**config.mk**
```make
export PLATFORM = sky130hd
export DESIGN_NAME = lcd_access_arbiter
export DESIGN_NICKNAME = d
export VERILOG_FILES = /design/src/rtl/lcd_access_arbiter.sv
export SDC_FILE = /design/constraint.sdc
export NUM_CORES = 1
export LEC_CHECK = 0
export ABC_AREA = 0
export CORE_AREA = 2 2 70 72
export CTS_CLUSTER_SIZE = 30
export DETAILED_ROUTE_END_ITERATION = 8
export DIE_AREA = 0 0 72 74
export PLACE_DENSITY = 0.8
export RECOVER_POWER = 100
export SYNTH_ARGS = -nofsm -noshare
export SYNTH_HDL_FRONTEND = slang
export SYNTH_SLANG_ARGS = --single-unit
```
**constraint.sdc**
```tcl
create_clock -name i_clk -period 2.7 [get_ports i_clk]
set_input_delay 0.27 -clock i_clk [delete_from_list [all_inputs] [get_ports i_clk]]
set_output_delay 0.27 -clock i_clk [all_outputs]
set_load 0.02 [all_outputs]
```
**src/rtl/lcd_access_arbiter.sv**
```systemverilog
// Round-robin arbiter sharing a 4-bit HD44780 nibble interface between byte requesters.
// Each granted byte is sent high nibble first, then the LCD settle time is enforced.
module lcd_access_arbiter #(
  parameter int unsigned NUM_REQ        = 2,
  parameter int unsigned SHORT_WAIT_CYC = 1080,
  parameter int unsigned LONG_WAIT_CYC  = 41040
) (
  input  logic                 i_clk,
  input  logic                 i_rst_n,
  input  logic [NUM_REQ-1:0]   i_req,
  input  logic [NUM_REQ-1:0]   i_req_lock,
  input  logic [NUM_REQ-1:0]   i_req_rs,
  input  logic [NUM_REQ*8-1:0] i_req_data,
  input  logic                 i_is_ready,
  output logic [NUM_REQ-1:0]   o_req_ack,
  output logic [NUM_REQ-1:0]   o_grant,
  output logic [3:0]           o_display_data,
  output logic                 o_display_data_valid,
  output logic                 o_RS,
  output logic                 o_busy
);

  localparam int unsigned OwnW = (NUM_REQ > 1) ? $clog2(NUM_REQ) : 1;
  localparam int unsigned CntW = (LONG_WAIT_CYC > 1) ? $clog2(LONG_WAIT_CYC) : 1;
  localparam logic [CntW-1:0] LongLoad  = CntW'(LONG_WAIT_CYC - 1);
  localparam logic [CntW-1:0] ShortLoad = CntW'(SHORT_WAIT_CYC - 1);

  typedef enum logic [2:0] {StIdle, StHiNib, StLoNib, StWait, StHold} state_e;

  state_e              state_q, state_d;
  logic [OwnW-1:0]     owner_q, owner_d;
  logic [OwnW-1:0]     last_q, last_d;
  logic [7:0]          byte_q, byte_d;
  logic                rs_q, rs_d;
  logic [CntW-1:0]     cnt_q, cnt_d;
  logic [NUM_REQ-1:0]  ack_q, ack_d;

  logic [OwnW-1:0]     rr_sel;
  logic [OwnW-1:0]     rr_cand;

  // Scan downward so the requester closest after last_q is the last to be assigned.
  always_comb begin
    rr_sel  = last_q;
    rr_cand = '0;
    for (int i = NUM_REQ; i >= 1; i--) begin
      rr_cand = OwnW'((int'(last_q) + i) % NUM_REQ);
      if (i_req[rr_cand]) begin
        rr_sel = rr_cand;
      end
    end
  end

  always_comb begin
    state_d = state_q;
    owner_d = owner_q;
    last_d  = last_q;
    byte_d  = byte_q;
    rs_d    = rs_q;
    cnt_d   = cnt_q;
    ack_d   = '0;
    unique case (state_q)
      StIdle: begin
        if (|i_req) begin
          owner_d        = rr_sel;
          byte_d         = i_req_data[{rr_sel, 3'b000} +: 8];
          rs_d           = i_req_rs[rr_sel];
          ack_d[rr_sel]  = 1'b1;
          state_d        = StHiNib;
        end
      end
      StHiNib: begin
        if (i_is_ready) state_d = StLoNib;
      end
      StLoNib: begin
        if (i_is_ready) begin
          state_d = StWait;
          // Clear display and return home need the long settle time.
          cnt_d   = (!rs_q && (byte_q[7:2] == 6'd0)) ? LongLoad : ShortLoad;
        end
      end
      StWait: begin
        if (cnt_q == '0) begin
          if (i_req_lock[owner_q]) begin
            state_d = StHold;
          end else begin
            state_d = StIdle;
            last_d  = owner_q;
          end
        end else begin
          cnt_d = cnt_q - CntW'(1);
        end
      end
      StHold: begin
        if (i_req[owner_q]) begin
          byte_d          = i_req_data[{owner_q, 3'b000} +: 8];
          rs_d            = i_req_rs[owner_q];
          ack_d[owner_q]  = 1'b1;
          state_d         = StHiNib;
        end else if (!i_req_lock[owner_q]) begin
          state_d = StIdle;
          last_d  = owner_q;
        end
      end
      default: state_d = StIdle;
    endcase
  end

  always_ff @(posedge i_clk or negedge i_rst_n) begin
    if (!i_rst_n) begin
      state_q <= StIdle;
      owner_q <= '0;
      last_q  <= OwnW'(NUM_REQ - 1);
      byte_q  <= '0;
      rs_q    <= 1'b0;
      cnt_q   <= '0;
      ack_q   <= '0;
    end else begin
      state_q <= state_d;
      owner_q <= owner_d;
      last_q  <= last_d;
      byte_q  <= byte_d;
      rs_q    <= rs_d;
      cnt_q   <= cnt_d;
      ack_q   <= ack_d;
    end
  end

  always_comb begin
    o_req_ack            = ack_q;
    o_grant              = '0;
    o_display_data       = 4'h0;
    o_display_data_valid = 1'b0;
    o_RS                 = 1'b0;
    o_busy               = (state_q != StIdle);
    if (state_q != StIdle) begin
      o_grant[owner_q] = 1'b1;
    end
    if (state_q == StHiNib) begin
      o_display_data_valid = 1'b1;
      o_display_data       = byte_q[7:4];
      o_RS                 = rs_q;
    end else if (state_q == StLoNib) begin
      o_display_data_valid = 1'b1;
      o_display_data       = byte_q[3:0];
      o_RS                 = rs_q;
    end
  end

endmodule

```
; Word level (Yosys, flattened, before mapping)
; Cells that the tools add are included.
[classes]
addsub = 3
n_eq_ne = 12
n_lt_le_gt_ge = 6
n_reduce_logical = 17
n_shift = 2
n_mux = 50
[ops]
columns = cell, n
row1 = 2-to-1 mux 16 bit, 3
row2 = case mux 16 bit (2 select lines), 1
row3 = indexed part select 16 x 5 -> 8 bit, 2
row4 = 2-to-1 mux 1 bit, 25
row5 = 2-to-1 mux 3 bit, 7
row6 = zero test 16 bit, 1
row7 = 2-to-1 mux 8 bit, 2
row8 = case mux 8 bit (2 select lines), 1
row9 = subtractor 16 x 1 -> 16 bit (second input constant), 1
row10 = case mux 3 bit (5 select lines), 1
row11 = inequality test 2 bit (second input constant), 7
row12 = AND reduction 3 bit, 3
row13 = less-than comparator 1 x 2 -> 1 bit (second input constant), 4
row14 = 2-to-1 mux 4 bit, 2
row15 = equality test 3 x 2 -> 1 bit (second input constant), 2
row16 = zero test 6 bit, 1
row17 = 2-to-1 mux 2 bit, 3
row18 = nonzero test 2 bit, 3
row19 = AND reduction 5 bit, 1
row20 = case mux 1 bit (2 select lines), 2
row21 = case mux 2 bit (2 select lines), 1
row22 = equality test 3 x 1 -> 1 bit (second input constant), 1
row23 = equality test 3 bit (second input constant), 1
row24 = logical AND 1 bit, 3
row25 = 9 further kinds, 12
[totals]
ff_bits = 32
wordCells = 97
output_inout_bits = 11

; Depth between registers and ports, before layout
[logic_depth]
ltp_word = 11
ltp_mapped = 7
mapped_depth_nobuf = 6

; Worst setup path after synthesis
; OpenSTA, ideal clock, no wires.
[synth_path]
path_kind = register to register
from = reg cnt_q[0]
to = reg cnt_q[11]
stages_incl_launch_ff = 8
required_ps = 2623
path_slack_ps = 897
setup_ps = 77
arrival_time_ps = 1725
path_buffers = 1
path_cell_list = dfrtp_1 > inv_1 > ha_1 > nor3b_2 > and4_1 > buf_6 > or4_1 > a21oi_1
[synth_between]
elab_chain_len = 3
[synth_rtl]
columns = element, line_no
row1 = "start, declared", 35  ; logic [CntW-1:0] cnt_q, cnt_d;
row2 = "start signal, assigned", 123  ; cnt_q <= cnt_d;
row3 = subtractor 16 x 1 -> 16 bit or zero test 16 bit (tied branches), "90, 82"
row4 = 2-to-1 mux 16 bit or inequality test 2 bit (tied branches), -
row5 = case mux 16 bit (2 select lines) or AND reduction 3 bit (tied branches), -
; Several ways; a longest one is shown, not always the timed one. The select of a mux whose other input is x is not followed.
; A chain may end at the register's enable or synchronous reset.

; Final worst setup path
[layout_path]
from = reg state_q[1]
to = out o_grant[1]
[layout_between]
elab_chain_len = 2
[layout_rtl]
columns = element, line_no
row1 = "start, declared", 30  ; state_e state_q, state_d;
row2 = "start signal, assigned", 110  ; state_q <= StIdle;
row3 = "start signal, assigned", 118  ; state_q <= state_d;
row4 = nonzero test 3 bit, 135  ; if (state_q != StIdle) begin
row5 = 2-to-1 mux 2 bit, 135
row6 = "end, declared", 16  ; output logic [NUM_REQ-1:0] o_grant,
; Every way passes these cells.

==> qor.yml <==
drc: 0
p_total_mw: 2.10
wire_per_inst_um: 15.1
peakVddDrop_mv: 0.492
cts_resized: 0
yosysWarnings: 0
p_int_mw: 1.24
gp_congestion: 0.920
async_flop_share_pct: 100
place_area_um2: 2340
ys_seq_area_share_pct: 40.6
drv_cap: 1
crit_path_top_delay_cell: "dlygate4sd3_1"
path_delay_family: "simple AND/OR/NAND/NOR gates"
initial_utilization_pct: 42.9
hold_viol_final: 0
htree_levels: 2
port_buffers: 35
end_kind: "output port"
hp-class: "register to register"
setup_violations: 0
max_freq_mhz: 405
synth.most_common_cell: "dfrtp_1"
hold_buffers: 0
yosys.area.top_type: "dfrtp_1"
drv_slew: 33
final_nets: 277
synth_area_um2: 1970
die_y_um: 74
violations: "capacitance limit, slew limit"
ys_types: 55
drt-initial-drc-count: 251
crit_required_ns: 2.43
postCtsSetupBuffers: 0
finalSetupTns_ns: 0
cts.path.max_buffers: 2
tightestPinTransition_ns: 1.70
min_period_over_period_pct: 91.3
ys_ff_latch: 32
path_cells: "or2_0 > nor2_1 > nor2b_1 > dlygate4sd3_1"
yosysTopAreaCellShare_pct: 39.3
p_leak_nw: 0.995
cp_data_arrival_time_ns: 2.20
synthesis.nets: 242
synth-edff-count: 0
synth_commonest_cells: "dfrtp_1, nor2_1, a21oi_1"
antenna_found_initial: 0
clk_pin_slew_ns: 0.06
sw_frac_of_total_pct: 41.1
antenna_left: 0
antennaDiodeCount: 0
clock_sinks: 32
setup.worst_path.start_class: "register"
slew_headroom_pct: -13.5
dpl.hpwl_um: 3300
rsz0062_at_grt: "false"
path_class: "register to output port"
path_buf_inv: 1
worstPathMaxFanout: 12
ios: 36
pwr-share-comb_pct: 41.3
min_period_ns: 2.47
dp.cells: 298
clk_latency_ns: 0.28
vias: 1829
skew_ns: 0.00268
grt_pass1_vias: 1746
dieArea_um2: 5330
root_buffer: "clkbuf_8"
grt_pass1_wl_um: 7980
grt_max_degree: 33
power_density_nw_per_um2: 869
seqPwrFrac_pct: 40.7
drt-total-wl_um: 4610
syn_inst: 216
hold-worst-slack_ns: 0.481
final_cells: 306
drive_above_1_share_pct: 5.56
dieWidth_um: 72
p_clk_share_pct: 18.0
finalInstanceArea_um2: 2410
cts_made_buffers: 5
max_stage_delay_ns: 0.68
syn_to_final_growth_pct: 22.4
outcome: "finished, violations left"
dr.pass1.iters: 4
p_sw_mw: 0.862
core_area_um2: 4600
syn_area_per_cell_um2: 9.13
synth_area_leaders: "dfrtp_1, mux2i_1, nor2_1"
gr-total-overflow: 0
grt_util_all_layers_pct: 19.2
rows: 25
synth_top_flop_cell: "dfrtp_1"
cts_tree: "yes"
viasPerCell: 5.98
==> metrics by stage <==
stage,setup slack [ns],util [%]
after floorplan,0.897,-
after global placement,0.708,51.0
after detailed placement,0.649,51.0
after CTS,0.334,52.9
after global routing,0.128,52.5
final,0.234,52.5
==> sequential cells by signal, indices dropped and copies added, names as in the netlist <==
| name | flops |
|---|---|
| o_req_ack | 2 |
| state_q | 3 |
| last_q | 1 |
| byte_q | 8 |
| cnt_q | 16 |
| rs_q | 1 |
| owner_q | 1 |
==> final timing paths <==
path / start / endpoint / slack [ns] / cells past startpoint
setup / recovery: state_q[1] / o_grant[1] / 0.23 / 4
hold / removal: cnt_q[9] / cnt_q[9] / 0.48 / 1
setup reg to reg: cnt_q[6] / cnt_q[15] / 0.33 / 5
hold reg to reg: cnt_q[9] / cnt_q[9] / 0.48 / 1
max in group asynchronous: i_rst_n / cnt_q[1] / 0.75 / 2
min in group asynchronous: i_rst_n / cnt_q[8] / 0.96 / 2
==> cell usage in the layout (no fill, tap or decap), types with 3 or more instances in the layout <==
| cell | instances |
|---|---|
| or4_1 | 3 |
| nor4_1 | 6 |
| nand2b_1 | 4 |
| a31oi_1 | 5 |
| nor3_1 | 4 |
| o21ai_0 | 5 |
| mux2i_1 | 15 |
| buf_4 | 3 |
| nand3_1 | 9 |
| o22ai_1 | 3 |
| clkbuf_1 | 5 |
| nand4_1 | 4 |
| dlygate4sd3_1 | 12 |
| dfrtp_1 | 31 |
| inv_1 | 3 |
| clkbuf_8 | 6 |
| a22oi_1 | 4 |
| o31ai_1 | 3 |
| a21oi_1 | 20 |
| nand2_1 | 12 |
| nor2_1 | 28 |
| nor2b_1 | 3 |
| clkdlybuf4s50_1 | 23 |
| and3_1 | 3 |
==> routing by layer <==
| layer | track usage (%) | share of wire, % | vias to the layer above |
|---|---|---|---|
| li1 | - | - | 881 |
| met2 | 30.3 | 47 | 82 |
| met3 | 3.52 | 6.8 | 8 |
| met1 | 25.5 | 44 | 858 |
| met5 | 0 | 0 | - |
| met4 | 9.64 | 1.9 | 0 |
==> area by class of cell <==
type                            instances  area, um2
Clock buffer                            8       90.1
Fill cell                             441       2180
Inverter                                3       11.3
Multi-Input combinational cell        168       1060
Sequential cell                        32        802
Tap cell                               54       67.6
Timing Repair Buffer                   41        384
==> worst register-to-register path, delay by kind of cell (launching register included) <==
family	cells	cell delay, ns
buf+inv	1	0.32
flops	1	0.44
simple gates	2	1.07
compound gates	2	0.43
==> cells by family after synthesis <==
group,after synthesis,synth area share (%)
AND/OR/NAND/NOR,93,26.1
AO/OA/AOI/OAI,59,19.7
flip-flops,32,40.6
buffers and inverters,16,5.26
multiplexers,15,7.61
adder cells (fa/ha/maj),1,0.634
==> power by group through the flow <==
| stage | logic, mW | clock network [mW] | registers, mW |
|---|---|---|---|
| after global routing | 0.966 | 0.411 | 0.883 |
| after global placement | 0.879 | 0 | 0.850 |
| final | 0.866 | 0.379 | 0.853 |
| after detailed placement | 0.910 | 0 | 0.864 |
| after CTS | 0.918 | 0.383 | 0.856 |
| after floorplan | 0.689 | 0 | 0.787 |
Note: power is estimated with default switching activity, not from simulation.
